File: src/rtl/uart_pkg.sv
// Shared UART definitions: receiver/transmitter state encoding, line levels and bit-timing helper.
package uart_pkg;

  typedef enum logic [2:0] {
    IDLE,
    START,
    DATA,
    STOP,
    PARITY
  } uart_state_e;

  localparam logic UART_IDLE_LEVEL  = 1'b1;
  localparam logic UART_START_LEVEL = 1'b0;

  function automatic int unsigned clks_per_bit(input int unsigned clk_freq,
                                               input int unsigned baud);
    return clk_freq / baud;
  endfunction

endpackage

File: src/rtl/uart_rx_sync.sv
// Serial line conditioning: 2-flop synchroniser, previous-sample flop and falling-edge detect.
module uart_rx_sync
  import uart_pkg::*;
#(
  parameter logic RST_VAL = UART_IDLE_LEVEL
) (
  input  logic clk,
  input  logic rst,
  input  logic i_rx,
  output logic o_rx_s,
  output logic o_fall
);

  logic r_meta;
  logic r_sync;
  logic r_prev;

  always_ff @(posedge clk) begin
    if (rst) begin
      r_meta <= RST_VAL;
      r_sync <= RST_VAL;
      r_prev <= RST_VAL;
    end else begin
      r_meta <= i_rx;
      r_sync <= r_meta;
      r_prev <= r_sync;
    end
  end

  assign o_rx_s = r_sync;
  assign o_fall = r_prev & ~r_sync;

endmodule

File: src/rtl/uart_rx.sv
// UART receiver, 8N1 by default with a valid/ready output; define UART_RX_PARITY_EN
// to add a parity bit (PARITY_ODD selects odd parity) and the o_rx_parity_err pulse.
module uart_rx
  import uart_pkg::*;
#(
  parameter int unsigned CLK_FREQ   = 10_000_000,
  parameter int unsigned BAUD_RATE  = 9600,
  parameter int unsigned DATA_WIDTH = 8
`ifdef UART_RX_PARITY_EN
  ,
  parameter logic PARITY_ODD = 1'b0
`endif
) (
  input  logic                  clk,
  input  logic                  rst,
  input  logic                  i_rx_serial,
  output logic [DATA_WIDTH-1:0] o_rx_data,
  output logic                  o_rx_valid,
  input  logic                  i_rx_ready,
  output logic                  o_rx_frame_err,
  output logic                  o_rx_overrun
`ifdef UART_RX_PARITY_EN
  ,
  output logic                  o_rx_parity_err
`endif
);

  localparam int unsigned CPB   = clks_per_bit(CLK_FREQ, BAUD_RATE);
  localparam int unsigned CNT_W = $clog2(CPB);
  localparam int unsigned IDX_W = $clog2(DATA_WIDTH);
  localparam logic [CNT_W-1:0] HALF_CNT = CNT_W'(CPB / 2 - 1);
  localparam logic [CNT_W-1:0] FULL_CNT = CNT_W'(CPB - 1);
  localparam logic [IDX_W-1:0] LAST_IDX = IDX_W'(DATA_WIDTH - 1);

  uart_state_e           r_state;
  logic [CNT_W-1:0]      r_cnt;
  logic [IDX_W-1:0]      r_idx;
  logic [DATA_WIDTH-1:0] r_shift;
  logic [DATA_WIDTH-1:0] r_data;
  logic                  r_valid;
  logic                  r_frame_err;
  logic                  r_overrun;
  logic                  w_rx_s;
  logic                  w_fall;
  logic                  w_bit_end;
`ifdef UART_RX_PARITY_EN
  logic                  r_par_bit;
  logic                  r_parity_err;
`endif

  uart_rx_sync #(
    .RST_VAL(UART_IDLE_LEVEL)
  ) u_sync (
    .clk   (clk),
    .rst   (rst),
    .i_rx  (i_rx_serial),
    .o_rx_s(w_rx_s),
    .o_fall(w_fall)
  );

  assign w_bit_end = (r_cnt == FULL_CNT);

  // Frame FSM; every state change clears the bit-timing counter.
  always_ff @(posedge clk) begin
    if (rst) begin
      r_state     <= IDLE;
      r_cnt       <= '0;
      r_idx       <= '0;
      r_shift     <= '0;
      r_data      <= '0;
      r_valid     <= 1'b0;
      r_frame_err <= 1'b0;
      r_overrun   <= 1'b0;
`ifdef UART_RX_PARITY_EN
      r_par_bit    <= 1'b0;
      r_parity_err <= 1'b0;
`endif
    end else begin
      r_frame_err <= 1'b0;
      r_overrun   <= 1'b0;
`ifdef UART_RX_PARITY_EN
      r_parity_err <= 1'b0;
`endif
      if (r_valid && i_rx_ready) r_valid <= 1'b0;

      case (r_state)
        IDLE: begin
          r_cnt <= '0;
          if (w_fall) r_state <= START;
        end
        START: begin
          if (r_cnt == HALF_CNT) begin
            r_cnt <= '0;
            r_idx <= '0;
            r_state <= (w_rx_s == UART_START_LEVEL) ? DATA : IDLE;
          end else begin
            r_cnt <= r_cnt + CNT_W'(1);
          end
        end
        DATA: begin
          if (w_bit_end) begin
            r_cnt   <= '0;
            r_shift <= {w_rx_s, r_shift[DATA_WIDTH-1:1]};
            if (r_idx == LAST_IDX) begin
`ifdef UART_RX_PARITY_EN
              r_state <= PARITY;
`else
              r_state <= STOP;
`endif
            end else begin
              r_idx <= r_idx + IDX_W'(1);
            end
          end else begin
            r_cnt <= r_cnt + CNT_W'(1);
          end
        end
`ifdef UART_RX_PARITY_EN
        PARITY: begin
          if (w_bit_end) begin
            r_cnt     <= '0;
            r_par_bit <= w_rx_s;
            r_state   <= STOP;
          end else begin
            r_cnt <= r_cnt + CNT_W'(1);
          end
        end
`endif
        STOP: begin
          if (w_bit_end) begin
            r_cnt   <= '0;
            r_state <= IDLE;
            if (w_rx_s == UART_IDLE_LEVEL) begin
              r_data  <= r_shift;
              r_valid <= 1'b1;
              if (r_valid && !i_rx_ready) r_overrun <= 1'b1;
`ifdef UART_RX_PARITY_EN
              r_parity_err <= ((^r_shift) ^ r_par_bit) != PARITY_ODD;
`endif
            end else begin
              r_frame_err <= 1'b1;
            end
          end else begin
            r_cnt <= r_cnt + CNT_W'(1);
          end
        end
        default: begin
          r_cnt   <= '0;
          r_state <= IDLE;
        end
      endcase
    end
  end

  assign o_rx_data      = r_data;
  assign o_rx_valid     = r_valid;
  assign o_rx_frame_err = r_frame_err;
  assign o_rx_overrun   = r_overrun;
`ifdef UART_RX_PARITY_EN
  assign o_rx_parity_err = r_parity_err;
`endif

endmodule

File: config.mk
export PLATFORM = sky130hd
export DESIGN_NAME = uart_rx
export DESIGN_NICKNAME = d
export VERILOG_FILES = /design/src/rtl/uart_pkg.sv /design/src/rtl/uart_rx_sync.sv /design/src/rtl/uart_rx.sv
export SDC_FILE = /design/constraint.sdc
export NUM_CORES = 1
export LEC_CHECK = 0
export ABC_CLOCK_PERIOD_IN_PS = 5800
export BUFFER_PORTS_ARGS = -buffer_cell sky130_fd_sc_hd__buf_2
export CAP_MARGIN = 20
export CORE_ASPECT_RATIO = 0.9
export CORE_MARGIN = 2
export CORE_UTILIZATION = 55
export CTS_CLUSTER_DIAMETER = 120
export CTS_CLUSTER_SIZE = 8
export DETAILED_ROUTE_END_ITERATION = 6
export HOLD_SLACK_MARGIN = 0.15
export PLACE_DENSITY_LB_ADDON = 0.12
export SETUP_SLACK_MARGIN = 0.2
export SYNTH_ARGS = -nofsm -noshare
export SYNTH_HDL_FRONTEND = slang
export SYNTH_SLANG_ARGS = --single-unit
export TNS_END_PERCENT = 5
File: constraint.sdc
create_clock -name clk -period 5.8 [get_ports clk]
set_clock_uncertainty 0.15 [all_clocks]
set_input_delay 0.29 -clock clk [delete_from_list [all_inputs] [get_ports clk]]
set_output_delay 0.29 -clock clk [all_outputs]
set_load 0.02 [all_outputs]
### Word-level counts from Yosys, hierarchy flattened

Cells that the tools add are included.

| word-level totals | value |
|---|---|
| flip-flop bits (word level) | 39 |
| input port bits | 4 |
| output and inout port bits | 11 |
| word-level logic and storage cells | 61 |

| cells by class | value |
|---|---|
| add/sub/neg operators | 2 |
| equality and inequality tests | 12 |
| mux-type cells | 20 |
| bitwise logic cells | 4 |
| reduce and logical (&&, ||, !) cells | 12 |

Operators by type and width:

| operator | number |
|---|---|
| two-way mux 3 bit | 8 |
| two-way mux 11 bit | 2 |
| case mux 11 bit (2 select lines) | 1 |
| case mux 3 bit (4 select lines) | 1 |
| adder 11 x 1 -> 11 bit, second input constant | 1 |
| == test 11 x 10 -> 1 bit, second input constant | 1 |
| == test 11 bit, second input constant | 1 |
| inequality test 2 bit, second input constant | 5 |
| == test 3 x 2 -> 1 bit, second input constant | 2 |
| two-way mux 1 bit | 6 |
| case mux 3 bit (2 select lines) | 1 |
| AND reduction 5 bit | 1 |
| AND reduction 4 bit | 1 |
| OR reduction 4 bit | 1 |
| adder 3 x 1 -> 3 bit, second input constant | 1 |
| == test 3 x 1 -> 1 bit, second input constant | 1 |
| == test 3 bit, second input constant | 1 |
| zero test 3 bit | 1 |
| NOT 1 bit | 3 |
| AND reduction 3 bit | 1 |
| OR reduction 3 bit | 1 |
| logical AND 1 bit | 2 |
| two-way mux 2 bit | 1 |
| inequality test 2 x 1 -> 1 bit, second input constant | 1 |
| 5 further kinds | 5 |

### Logic depth before layout (Yosys ltp)

Gate-level depths: netlist of run 1.

| logic depth | value |
|---|---|
| word-level depth | 5 |
| mapped depth | 7 |
| mapped depth without buffers | 6 |

### Modules after synthesis

Synthesis of run 1 repeated with hierarchy kept, for this count alone.

| second synthesis, totals | value |
|---|---|
| cell total of the unflattened synthesis | 166 |
| area total of the unflattened synthesis | 1604.0 um^2 |

Modules (own cells, without submodules):

| module | times used | cells an instance | area an instance (um^2) | sequential area each (um^2) |
|---|---|---|---|---|
| uart_rx | 1 | 159 | 1519.0 | 700.7 |
| uart_rx_sync | 1 | 7 | 85.1 | 60.1 |

### Worst setup path after synthesis of run 1

No wires, ideal clock.

| timing path | value |
|---|---|
| kind | reg2reg |
| start | register r_cnt[7] |
| end | register r_state[1] |
| setup time | 74 ps |
| arrival | 1744 ps |
| data required time | 5576 ps |
| setup slack | 3832 ps |
| cell stages (with the launch flop) | 5 |
| path buffers | 0 |
| clock period less this slack | 1968 ps |
| cells stage by stage | dfxtp_1 -> or4_4 -> or3_4 -> or4_1 -> o21ai_0 |

| between the ends | value |
|---|---|
| cells in the longest elaborated chain, start to end | 3 |
| elaborated cells on any way between the ends | 6 |
| those cells by class | 5 x eq/ne; 1 x reduce/logical |

RTL lines:

| item | line | RTL |
|---|---|---|
| from (decl) | uart_rx.sv:36 | `logic [CNT_W-1:0] r_cnt;` |
| from (signal assigned) | uart_rx.sv:97 | `r_cnt <= r_cnt + CNT_W'(1);` |
| from (signal assigned) | uart_rx.sv:114 | `r_cnt <= r_cnt + CNT_W'(1);` |
| from (signal assigned) | uart_rx.sv:143 | `r_cnt <= r_cnt + CNT_W'(1);` |
| == test 11 x 10 -> 1 bit or == test 11 bit (tied branches) | uart_rx.sv:92, uart_rx.sv:61 |  |
| inequality test 2 bit (no source line) | -- |  |
| AND reduction 5 bit (no source line) * | -- |  |
| to (signal assigned) | uart_rx.sv:95 | `r_state <= (w_rx_s == UART_START_LEVEL) ? DATA : IDLE;` |
| to (decl) | uart_rx.sv:35 | `uart_state_e r_state;` |

Every way passes the cells marked *; elsewhere a longest branch is shown, timed or not.
A chain may end at the register's enable or synchronous reset.

### Final worst setup path of run 1

| timing path | value |
|---|---|
| start | register r_cnt[7] |
| end | register r_cnt[7] |

| between the ends | value |
|---|---|
| cells in the longest elaborated chain, start to end | 3 |
| elaborated cells on any way between the ends | 6 |
| those cells by class | 1 x add/sub; 2 x eq/ne; 3 x mux |

RTL lines:

| item | line | RTL |
|---|---|---|
| adder 11 x 1 -> 11 bit, or another cell as far along | uart_rx.sv:97, uart_rx.sv:114, uart_rx.sv:143 |  |
| two-way mux 11 bit, on equally long branches | uart_rx.sv:101, uart_rx.sv:129, uart_rx.sv:92 |  |
| case mux 11 bit (2 select lines) * | uart_rx.sv:86 | `case (r_state)` |

Marks and branches as above.

==> results of run 1 <==
how the worst max path moves through the flow:
stage	end	slack (ns)
after global placement	r_cnt[5]$_SDFF_PP0_	3.15
after detailed placement	r_cnt[7]$_SDFF_PP0_	3.04
after floorplan	r_state[1]$_SDFFE_PP0P_	3.83
after global routing	r_cnt[7]$_SDFF_PP0_	2.80
final	r_cnt[7]$_SDFF_PP0_	3.06
after CTS	r_cnt[7]$_SDFF_PP0_	3.03
cell families after synthesis:
kind of cell / Yosys count
and+or+nand+nor: 80
muxes: 10
buffers and inverters: 17
AOI/OAI and AO/OA: 24
adders and majority gates: 4
xor gates and xnor gates: 9
DFF: 38
cell usage in the layout (no fill, tap or decap), drive strengths merged:
master       Yosys  routed
nand2b          12      12
xnor2            5       5
clkinv           0       1
or3b             1       1
nor4             1       1
inv              7       7
nand4            2       2
mux2i           10      10
xor2             4       4
nor3b            1       1
nand3b           2       2
nand4b           5       5
nand3           12      12
and2             2       2
a21oi           10      10
a2bb2oi          1       1
a221oi           1       1
and4             1       1
nor3             5       5
nor2            15      15
nand2           10      10
nor2b            1       1
dfxtp           38      38
nor4b            1       1
buf              2      14
a211oi           1       1
o21ai           11      11
and4bb           1       1
or3              1       1
or2              3       3
or2b             1       1
or4              2       2
dlygate4sd3      0       2
clkbuf           8       7
ha               4       4
and3             1       1
metal layers:
layer	wire (µm)	part of all wire, %	vias up
li1	-	-	649
met1	1546	51	593
met2	1345	44	21
met3	132	4.3	2
met4	27	0.88	0
met5	0	0	-
worst reg2reg max path, stage by stage, from the launching register on:
cell,delay (ns)
dfxtp_1,0.37
or4_4,0.58
nor4b_4,0.62
a2bb2oi_1,0.75
nor2_1,0.13
area by class of cell:
cell class | count | area share, %
Clock buffer | 7 | 3.016
Clock inverter | 1 | 0.2742
Inverter | 7 | 1.439
Multi-Input combinational cell | 127 | 45.78
Sequential cell | 38 | 41.67
Tap cell | 42 | 2.879
Timing Repair Buffer | 16 | 4.935
sequential cells by signal, summed over array words and instances, names as in the netlist:
name,flops
o_rx_data,8
u_sync.r_meta,1
r_cnt,11
r_idx,3
r_state,2
o_rx_valid,1
u_sync.o_rx_s,1
o_rx_overrun,1
r_shift,8
o_rx_frame_err,1
u_sync.r_prev,1
power by group through the flow:
stage / sequential [mW] / clock (mW) / combinational [mW]
floorplan: 0.269 / 0 / 0.00727
global placement: 0.269 / 0 / 0.00902
detailed placement: 0.269 / 0 / 0.00921
CTS: 0.263 / 0.147 / 0.0103
global route: 0.264 / 0.165 / 0.0114
finish: 0.263 / 0.143 / 0.0103
==> tab_implementation.tex, run 1 <==
\begin{tabular}{lr}
\hline
Metric & Value \\
\hline
\multicolumn{2}{l}{\textbf{Floorplan}} \\
Area of the die & 3519 µm² \\
Core area & 2995 µm² \\
Die boundary width & 62.31 µm \\
Floorplan die height & 56.48 µm \\
Initial core utilization & 56.18\% \\
Ports placed on the boundary & 15 \\
Core Rows & 19 \\
\multicolumn{2}{l}{\textbf{Critical path}} \\
Levels on crit path & 4 \\
Crit path from & r\_cnt[7]\$\_SDFF\_PP0\_ \\
Startpoint Class & flop \\
Worst path slowest cell & a2bb2oi\_1 \\
End of the worst register-to-register path & r\_cnt[7]\$\_SDFF\_PP0\_ \\
FF-to-FF Start & r\_cnt[7]\$\_SDFF\_PP0\_ \\
Worst reg2reg setup slack & 3.06 ns \\
Buffers plus inverters on the worst setup path & 0 \\
Cells along the critical path & or4\_4 -> nor4b\_4 -> a2bb2oi\_1 -> nor2\_1 \\
Arrival time reported for the critical path endpoint & 2.80 ns \\
Delay of the slowest cell on the worst path & 0.75 ns \\
Crit Path Max Fanout & 15 \\
Type of the setup path with the least slack & reg2reg \\
Required @ worst endpoint & 5.86 ns \\
CP top delay family & simple AND/OR/NAND/NOR gates \\
Setup crit end kind & flop \\
Depth of the worst register-to-register path & 4 \\
\multicolumn{2}{l}{\textbf{Synth}} \\
Synth cell count leaders & 38 x dfxtp\_1, 15 x nor2\_1, 12 x nand2b\_1, 12 x nand3\_1, 11 x o21ai\_0 \\
Post-synthesis sequential element count & 38 \\
Dominant register cell in the synthesized netlist & dfxtp\_1 \\
Count of flip-flops with a built-in enable after synthesis & 0 \\
Proportion of synthesized flip-flops having asynchronous set or reset & 0\% \\
Mux contribution to synthesized area & 5.948\% \\
Xor and xnor fraction of the mapped netlist area & 4.684\% \\
Synth warn & 0 \\
Main combinational cell family by area after synthesis & simple AND/OR/NAND/NOR gates \\
Sequential fraction of the synthesis area & 45.20\% \\
Syn avg cell area & 9.247 µm² \\
Top-count cell post-synth & dfxtp\_1 \\
Cells after synthesis & 182 \\
Synth Area in Compound Gates & 7.732\% \\
Synth Area in Adders & 2.974\% \\
Largest area contributor in the synthesized netlist & dfxtp\_1 \\
Main area contributors after synthesis & dfxtp\_1 45\%, mux2i\_1 5.9\%, nand2b\_1 4.5\% \\
Syn nets & 190 \\
Count of unique library cells instantiated by Yosys & 37 \\
Total standard cell area after synthesis & 1683 µm² \\
Simple logic cell fraction of the synthesized area & 28.33\% \\
Fraction of synthesized cell area taken by the top area cell type & 45.20\% \\
\multicolumn{2}{l}{\textbf{Placement}} \\
Post-detail-place hpwl & 2.163 mm \\
Dpl ws & 3.041 ns \\
Placed instance count & 228 \\
Global placement routability congestion & 0.8038 \\
Input/output buffers & 14 \\
Post-detailed-placement cell area & 1745 µm² \\
\multicolumn{2}{l}{\textbf{Clocking}} \\
Buffers inserted by post-CTS timing repair & 0 \\
Sinks on the clock net & 38 \\
Source-to-sink clock delay at the later pin of the worst-skew pair & 0.34 ns \\
Number of gates resized after cts & 0 \\
Hold buffer count at cts & 2 \\
Clock buffers created by TritonCTS & 5 \\
TritonCTS clock tree & yes \\
Clock tree root buffer cell & clkbuf\_4 \\
Largest buffer count on any clock path & 2 \\
Clock transition at the registers of the reported paths & 0.11 ns \\
H-tree depth reported by CTS & 2 \\
\multicolumn{2}{l}{\textbf{Final layout}} \\
Non-filler cells in the finished layout & 238 \\
Final cell area excluding filler cells & 1826 µm² \\
Final core occ & 60.94\% \\
Area growth, synth to finish & 8.476\% \\
Number of nets in the final layout & 203 \\
Area taken by flip-flops and latches & 760.7 µm² \\
Inserted Diodes & 0 \\
Total area of multi-input combinational cells & 835.8 µm² \\
Fillers & 275 \\
Proportion of layout cells with a drive suffix above 1 & 15.82\% \\
\multicolumn{2}{l}{\textbf{Power and ir drop}} \\
Share of power burned in combinational logic & 2.5\% \\
Part of the power in the clock network & 34.2\% \\
Internal power contribution & 0.3261 mW \\
Sum of internal, switching and leakage power & 0.4164 mW \\
PD cells & 228.1 nW/µm² \\
Register share of total power & 63.3\% \\
Leakage Power & 0.6752 nW \\
Worst supply voltage drop on vdd & 0.1987 mV \\
Sw Ratio & 21.68\% \\
Net Sw Power & 0.09027 mW \\
\multicolumn{2}{l}{\textbf{GRT}} \\
Met3 capacity usage during global routing & 7.816\% \\
Met1 usage & 27.64\% \\
Number of global-route vias before repair & 1163 \\
Busiest layer in global routing & met2 \\
Overflow after GRT & 0 \\
Global-route wire length before repair & 5.423 mm \\
Initial antenna violation count & 0 \\
Combined global-route utilization of all metal layers & 20.29\% \\
Largest net degree at the start of global routing & 32 \\
Fraction of met2 tracks used by global routing & 28.73\% \\
\multicolumn{2}{l}{\textbf{STA}} \\
Count of final hold-check violations & 0 \\
Setup violation total in the final timing report & 0 \\
Least-Margin Pin Slew & 0.8239 ns \\
Setup repair after global routing missed its margin & no \\
Rel. slew slack & 44.86\% \\
Setup TNS & 0 ns \\
Final number of max-transition violations & 0 \\
Final worst path period share & 47.24\% \\
Min Clock Period, post-route & 2.740 ns \\
Worst hold slack & 0.2468 ns \\
Final worst slack & 3.060 ns \\
Max frequency & 364.9 MHz \\
\multicolumn{2}{l}{\textbf{Drt}} \\
Detailed-route wire length & 3.051 mm \\
Overall via count from detail\_route & 1265 \\
First-pass DRT Iterations & 4 \\
Via density per instance & 5.315 \\
Number of routed nets with antenna violations & 0 \\
Detailed Route Iter0 Violations & 72 \\
Routed length per instance & 12.82 µm \\
Remaining design rule violation count & 0 \\
\multicolumn{2}{l}{\textbf{Flow run}} \\
Max-cap violations & 0 \\
\multicolumn{2}{l}{\textbf{Hold path}} \\
Type of the most critical hold path & in2reg \\
Startpoint of the worst hold path & rst \\
Terminating pin of the worst hold path & o\_rx\_data[3]\$\_SDFFE\_PP0P\_ \\
Hold depth & 2 \\
\multicolumn{2}{l}{\textbf{Status}} \\
Status & completed \\
\hline
\end{tabular}
No activity file was read; power rests on OpenSTA's default activity.
==> run 2: changes to the inputs <==
- ABC_CLOCK_PERIOD_IN_PS: 5800 -> 2700
- clock period: 5.8 -> 2.7 ns (I/O delays scaled with it)
==> run 2 against run 1 <==
Effect of this change: sequential cell count unchanged; clock power up 120%; count of clock-buffer cells in the layout down 1; global-route usage down 1.1 points; final cell count up 1.7%; hold slack better by 0.031 ns; largest power group unchanged.
==> tab_implementation.tex, run 2 (synthesized netlist as in run 1, its figures left out) <==
\begin{tabular}{lr}
\hline
Metric & Value \\
\hline
\multicolumn{2}{l}{\textbf{Critical path}} \\
Delay of the slowest cell on the worst path & 0.59 ns \\
Required @ worst endpoint & 2.83 ns \\
Startpoint Class & flop \\
Worst path slowest cell & or4\_4 \\
Arrival time reported for the critical path endpoint & 2.25 ns \\
Crit Path Max Fanout & 11 \\
Type of the setup path with the least slack & reg2reg \\
Cells along the critical path & or4\_4 -> nor4b\_4 -> buf\_4 -> and2\_1 -> mux2i\_1 \\
Setup crit end kind & flop \\
\multicolumn{2}{l}{\textbf{Floorplan}} \\
Core Rows & 19 \\
Core area & 2995 µm² \\
Initial core utilization & 56.18\% \\
Floorplan die height & 56.48 µm \\
Die boundary width & 62.31 µm \\
Ports placed on the boundary & 15 \\
Area of the die & 3519 µm² \\
\multicolumn{2}{l}{\textbf{Placement}} \\
Placed instance count & 231 \\
Post-detailed-placement cell area & 1768 µm² \\
Input/output buffers & 14 \\
Dpl ws & 0.6283 ns \\
Post-detail-place hpwl & 2.255 mm \\
Global placement routability congestion & 0.9155 \\
\multicolumn{2}{l}{\textbf{Clocking}} \\
Number of gates resized after cts & 0 \\
Largest buffer count on any clock path & 2 \\
Clock transition at the registers of the reported paths & 0.11 ns \\
TritonCTS clock tree & yes \\
Hold buffer count at cts & 3 \\
Clock buffers created by TritonCTS & 5 \\
Sinks on the clock net & 38 \\
Source-to-sink clock delay at the later pin of the worst-skew pair & 0.34 ns \\
Clock tree root buffer cell & clkbuf\_4 \\
Buffers inserted by post-CTS timing repair & 0 \\
H-tree depth reported by CTS & 2 \\
\multicolumn{2}{l}{\textbf{Final layout}} \\
Non-filler cells in the finished layout & 242 \\
Top register by number of flip-flops & r\_cnt \\
Proportion of layout cells with a drive suffix above 1 & 17.50\% \\
Final core occ & 62.16\% \\
Most common library cell in the layout ignoring fill and taps & dfxtp\_1 \\
Flip-flop count of the largest register after layout & 11 \\
Fillers & 291 \\
Area growth, synth to finish & 10.63\% \\
Inserted Diodes & 0 \\
Number of nets in the final layout & 207 \\
Final cell area excluding filler cells & 1862 µm² \\
Top library cells by usage in the layout, fill and taps aside & 38 x dfxtp\_1, 15 x nor2\_1, 14 x buf\_2, 12 x nand3\_1, 12 x nand2b\_1 \\
\multicolumn{2}{l}{\textbf{GRT}} \\
Initial antenna violation count & 0 \\
Overflow after GRT & 0 \\
Number of global-route vias before repair & 1214 \\
Global-route wire length before repair & 5.271 mm \\
Largest net degree at the start of global routing & 32 \\
Combined global-route utilization of all metal layers & 19.14\% \\
\multicolumn{2}{l}{\textbf{STA}} \\
Count of final hold-check violations & 0 \\
Rel. slew slack & 53.75\% \\
Final worst path period share & 78.46\% \\
Final number of max-transition violations & 0 \\
Setup repair after global routing missed its margin & no \\
Worst hold slack & 0.2776 ns \\
Final worst slack & 0.5815 ns \\
Setup violation total in the final timing report & 0 \\
Max frequency & 472.0 MHz \\
Least-Margin Pin Slew & 0.6896 ns \\
Setup TNS & 0 ns \\
Min Clock Period, post-route & 2.119 ns \\
\multicolumn{2}{l}{\textbf{Power and ir drop}} \\
Leakage Power & 0.6935 nW \\
Internal power contribution & 0.7010 mW \\
Sw Ratio & 22.27\% \\
PD cells & 484.4 nW/µm² \\
Worst supply voltage drop on vdd & 0.3172 mV \\
Part of the power in the clock network & 34.6\% \\
Share of power burned in combinational logic & 2.6\% \\
Sum of internal, switching and leakage power & 0.9018 mW \\
Register share of total power & 62.8\% \\
Net Sw Power & 0.2008 mW \\
\multicolumn{2}{l}{\textbf{Drt}} \\
First-pass DRT Iterations & 4 \\
Routed length per instance & 12.94 µm \\
Number of routed nets with antenna violations & 0 \\
Detailed Route Iter0 Violations & 52 \\
Overall via count from detail\_route & 1285 \\
Detailed-route wire length & 3.131 mm \\
Remaining design rule violation count & 0 \\
Via density per instance & 5.310 \\
\multicolumn{2}{l}{\textbf{Flow run}} \\
Max-cap violations & 0 \\
\multicolumn{2}{l}{\textbf{Status}} \\
Status & completed \\
\multicolumn{2}{l}{\textbf{Hold path}} \\
Type of the most critical hold path & reg2reg \\
\hline
\end{tabular}
run 2: cell count changes in the layout (fill, tap and decap cells not counted), sizes merged:
cell | previous run | this run
buf | 14 | 17
clkbuf | 7 | 6
clkinvlp | 0 | 1
dlygate4sd3 | 2 | 3
run 2: worst max-delay path: cells and delay by family (launching register included):
family	cells	cell delay (ns)
buffers and inverters	1	0.23
multiplexers	1	0.17
flip-flops	1	0.38
AND/OR/NAND/NOR	3	1.11
run 2: cell type report:
type	instances	area (µm²)	area share [%]
multi-input cells	127	835.8	44.89
flip-flops and latches	38	760.7	40.86
repair buffers	20	122.6	6.586
well taps	42	52.55	2.823
clock buffers	6	51.30	2.755
inverters	7	26.28	1.411
clock inverters	2	12.51	0.6720
run 2: power groups by stage:
| stage | clock [mW] | sequential [mW] | combinational (mW) |
|---|---|---|---|
| after CTS | 0.321 | 0.566 | 0.0241 |
| final | 0.312 | 0.566 | 0.0237 |
| after detailed placement | 0 | 0.579 | 0.0208 |
| after floorplan | 0 | 0.578 | 0.0156 |
| after global routing | 0.346 | 0.567 | 0.0268 |
| after global placement | 0 | 0.579 | 0.0203 |
run 2: final timing paths:
path / start / endpoint / slack [ns] / cells past startpoint
min reg2reg: u_sync.r_meta$_SDFF_PP1_ / u_sync.o_rx_s$_SDFF_PP1_ / 0.28 / 1
max: r_cnt[7]$_SDFF_PP0_ / r_shift[6]$_SDFFE_PP0P_ / 0.58 / 5
max reg2reg: r_cnt[7]$_SDFF_PP0_ / r_shift[6]$_SDFFE_PP0P_ / 0.58 / 5
min: u_sync.r_meta$_SDFF_PP1_ / u_sync.o_rx_s$_SDFF_PP1_ / 0.28 / 1
run 2: layer usage:
layer,track usage [%],wire [µm],up-vias
met1,23.51,1533,596
met4,6.667,55,0
met5,0,0,-
met2,32.45,1440,21
li1,-,-,661
met3,5.411,100,7
==> run 3: changes to the inputs <==
- ABC_CLOCK_PERIOD_IN_PS: 2700 -> 1700
- CORE_UTILIZATION: 55 -> 52
- clock period: 2.7 -> 1.7 ns (I/O delays scaled with it)
==> run 3 against run 2 <==
Effect of this change: the flow now finishes with violations (setup timing); register-to-register slack got worse by 0.88 ns; maximum frequency increased by 5.9%; combinational power increased by 120%; via count increased by 9.1%; global-route usage increased by 1.7 points; clock power increased by 100%; sequential power increased by 59%; final cell count increased by 8.3%; non-clock buffer count increased by 21; critical endpoint is now r_state[1]$_SDFFE_PP0P_.
==> tab_implementation.tex, run 3 (synthesized netlist as in run 1, its figures left out) <==
\begin{tabular}{lr}
\hline
Metric & Value \\
\hline
\multicolumn{2}{l}{\textbf{Placement}} \\
Global placement routability congestion & 0.9108 \\
Post-detail-place hpwl & 2.502 mm \\
Post-detailed-placement cell area & 1913 µm² \\
Dpl ws & -0.2752 ns \\
Input/output buffers & 14 \\
Placed instance count & 250 \\
\multicolumn{2}{l}{\textbf{Final layout}} \\
Total area of multi-input combinational cells & 879.6 µm² \\
Top library cells by usage in the layout, fill and taps aside & 34 x dfxtp\_1, 18 x buf\_4, 15 x nor2\_1, 14 x buf\_2 \\
Non-filler cells in the finished layout & 262 \\
Flip-flop count of the largest register after layout & 11 \\
Final cell area excluding filler cells & 2106 µm² \\
Fillers & 248 \\
Top register by number of flip-flops & r\_cnt \\
Area taken by flip-flops and latches & 765.7 µm² \\
Number of nets in the final layout & 228 \\
Area growth, synth to finish & 25.13\% \\
Inserted Diodes & 0 \\
Proportion of layout cells with a drive suffix above 1 & 29.55\% \\
Most common library cell in the layout ignoring fill and taps & dfxtp\_1 \\
Final core occ & 68.67\% \\
\multicolumn{2}{l}{\textbf{Drt}} \\
First-pass DRT Iterations & 4 \\
Routed length per instance & 13.65 µm \\
Via density per instance & 5.351 \\
Detailed Route Iter0 Violations & 127 \\
Number of routed nets with antenna violations & 0 \\
Remaining design rule violation count & 0 \\
Detailed-route wire length & 3.576 mm \\
Overall via count from detail\_route & 1402 \\
\multicolumn{2}{l}{\textbf{GRT}} \\
Number of global-route vias before repair & 1325 \\
Initial antenna violation count & 0 \\
Overflow after GRT & 0 \\
Global-route wire length before repair & 5.899 mm \\
Met1 usage & 27.40\% \\
Largest net degree at the start of global routing & 28 \\
Busiest layer in global routing & met2 \\
Fraction of met2 tracks used by global routing & 32.29\% \\
Met3 capacity usage during global routing & 7.379\% \\
Combined global-route utilization of all metal layers & 20.85\% \\
\multicolumn{2}{l}{\textbf{STA}} \\
Min Clock Period, post-route & 2.000 ns \\
Final number of max-transition violations & 0 \\
Max frequency & 499.9 MHz \\
Final worst path period share & 117.7\% \\
Setup repair after global routing missed its margin & yes \\
Final worst slack & -0.3002 ns \\
Setup TNS & -5.404 ns \\
Worst hold slack & 0.2895 ns \\
Least-Margin Pin Slew & 0.4515 ns \\
Rel. slew slack & 69.62\% \\
Count of final hold-check violations & 0 \\
Setup violation total in the final timing report & 36 \\
\multicolumn{2}{l}{\textbf{Critical path}} \\
Cells along the critical path & or4\_4 -> or3\_4 -> or4\_1 -> o21ai\_1 \\
Worst path slowest cell & or4\_4 \\
FF-to-FF Start & r\_cnt[8]\$\_SDFF\_PP0\_ \\
Crit Path Max Fanout & 3 \\
Depth of the worst register-to-register path & 4 \\
Required @ worst endpoint & 1.81 ns \\
Setup crit end kind & flop \\
End of the worst register-to-register path & r\_state[1]\$\_SDFFE\_PP0P\_ \\
Delay of the slowest cell on the worst path & 0.56 ns \\
Worst reg2reg setup slack & -0.30 ns \\
Startpoint Class & flop \\
Type of the setup path with the least slack & reg2reg \\
Crit path from & r\_cnt[8]\$\_SDFF\_PP0\_ \\
Arrival time reported for the critical path endpoint & 2.11 ns \\
\multicolumn{2}{l}{\textbf{Hold path}} \\
Hold depth & 1 \\
Terminating pin of the worst hold path & u\_sync.o\_rx\_s\$\_SDFF\_PP1\_ \\
Type of the most critical hold path & reg2reg \\
Startpoint of the worst hold path & u\_sync.r\_meta\$\_SDFF\_PP1\_ \\
\multicolumn{2}{l}{\textbf{Clocking}} \\
Source-to-sink clock delay at the later pin of the worst-skew pair & 0.34 ns \\
TritonCTS clock tree & yes \\
Sinks on the clock net & 38 \\
Clock buffers created by TritonCTS & 5 \\
Buffers inserted by post-CTS timing repair & 0 \\
Clock tree root buffer cell & clkbuf\_4 \\
H-tree depth reported by CTS & 2 \\
Largest buffer count on any clock path & 2 \\
Clock transition at the registers of the reported paths & 0.11 ns \\
\multicolumn{2}{l}{\textbf{Power and ir drop}} \\
PD cells & 748.4 nW/µm² \\
Sum of internal, switching and leakage power & 1.576 mW \\
Worst supply voltage drop on vdd & 0.6676 mV \\
Leakage Power & 0.8149 nW \\
\multicolumn{2}{l}{\textbf{Floorplan}} \\
Area of the die & 3708 µm² \\
Ports placed on the boundary & 15 \\
Initial core utilization & 54.88\% \\
Core Rows & 19 \\
Core area & 3067 µm² \\
Floorplan die height & 57.97 µm \\
Die boundary width & 63.97 µm \\
\multicolumn{2}{l}{\textbf{Status}} \\
Violations in the final reports & setup timing \\
Status & finished, violations left \\
\multicolumn{2}{l}{\textbf{Flow run}} \\
Max-cap violations & 0 \\
\hline
\end{tabular}
==> run 3: worst max-delay path by stage <==
stage / to / slack, ns / depth (start not counted)
after floorplan: r_state[1]$_SDFFE_PP0P_ / -0.22 / 4
after global placement: r_state[1]$_SDFFE_PP0P_ / -0.22 / 4
after detailed placement: r_state[1]$_SDFFE_PP0P_ / -0.28 / 4
after CTS: r_state[1]$_SDFFE_PP0P_ / -0.29 / 4
after global routing: r_state[1]$_SDFFE_PP0P_ / -0.33 / 4
final: r_state[1]$_SDFFE_PP0P_ / -0.30 / 4
==> run 3: power breakdown <==
part | internal, mW | leakage (nW) | switching (mW)
Clock | 0.343 | 0.0443 | 0.282
Combinational | 0.0288 | 0.462 | 0.0232
Sequential | 0.895 | 0.309 | 0.00426
==> run 3: routing by layer <==
layer / up-vias / wire, µm
met4: 0 / 19
met3: 2 / 180
li1: 701 / -
met1: 666 / 1692
met5: - / 0
met2: 33 / 1684
==> run 3: worst max-delay path, delay by kind of cell (launching register included) <==
family | cells | cell delay (ns)
AO/OA/AOI/OAI | 1 | 0.09
flip-flops | 1 | 0.33
AND/OR/NAND/NOR | 3 | 1.37
==> run 3: what timing repair did <==
action,CTS,global route
endpoints found under the setup margin,35,36
hold buffers,5,0
gates resized for setup,7,9
pin swaps,19,1
endpoints found under the hold margin,16,0
==> run 3: cell type report <==
cell class / instances / share of cell area (%)
clock buffers: 6 / 2.436
clock inverters: 1 / 1.426
inverters: 7 / 1.248
multi-input cells: 127 / 41.77
flip-flops and latches: 38 / 36.36
well taps: 42 / 2.496
repair buffers: 41 / 14.26
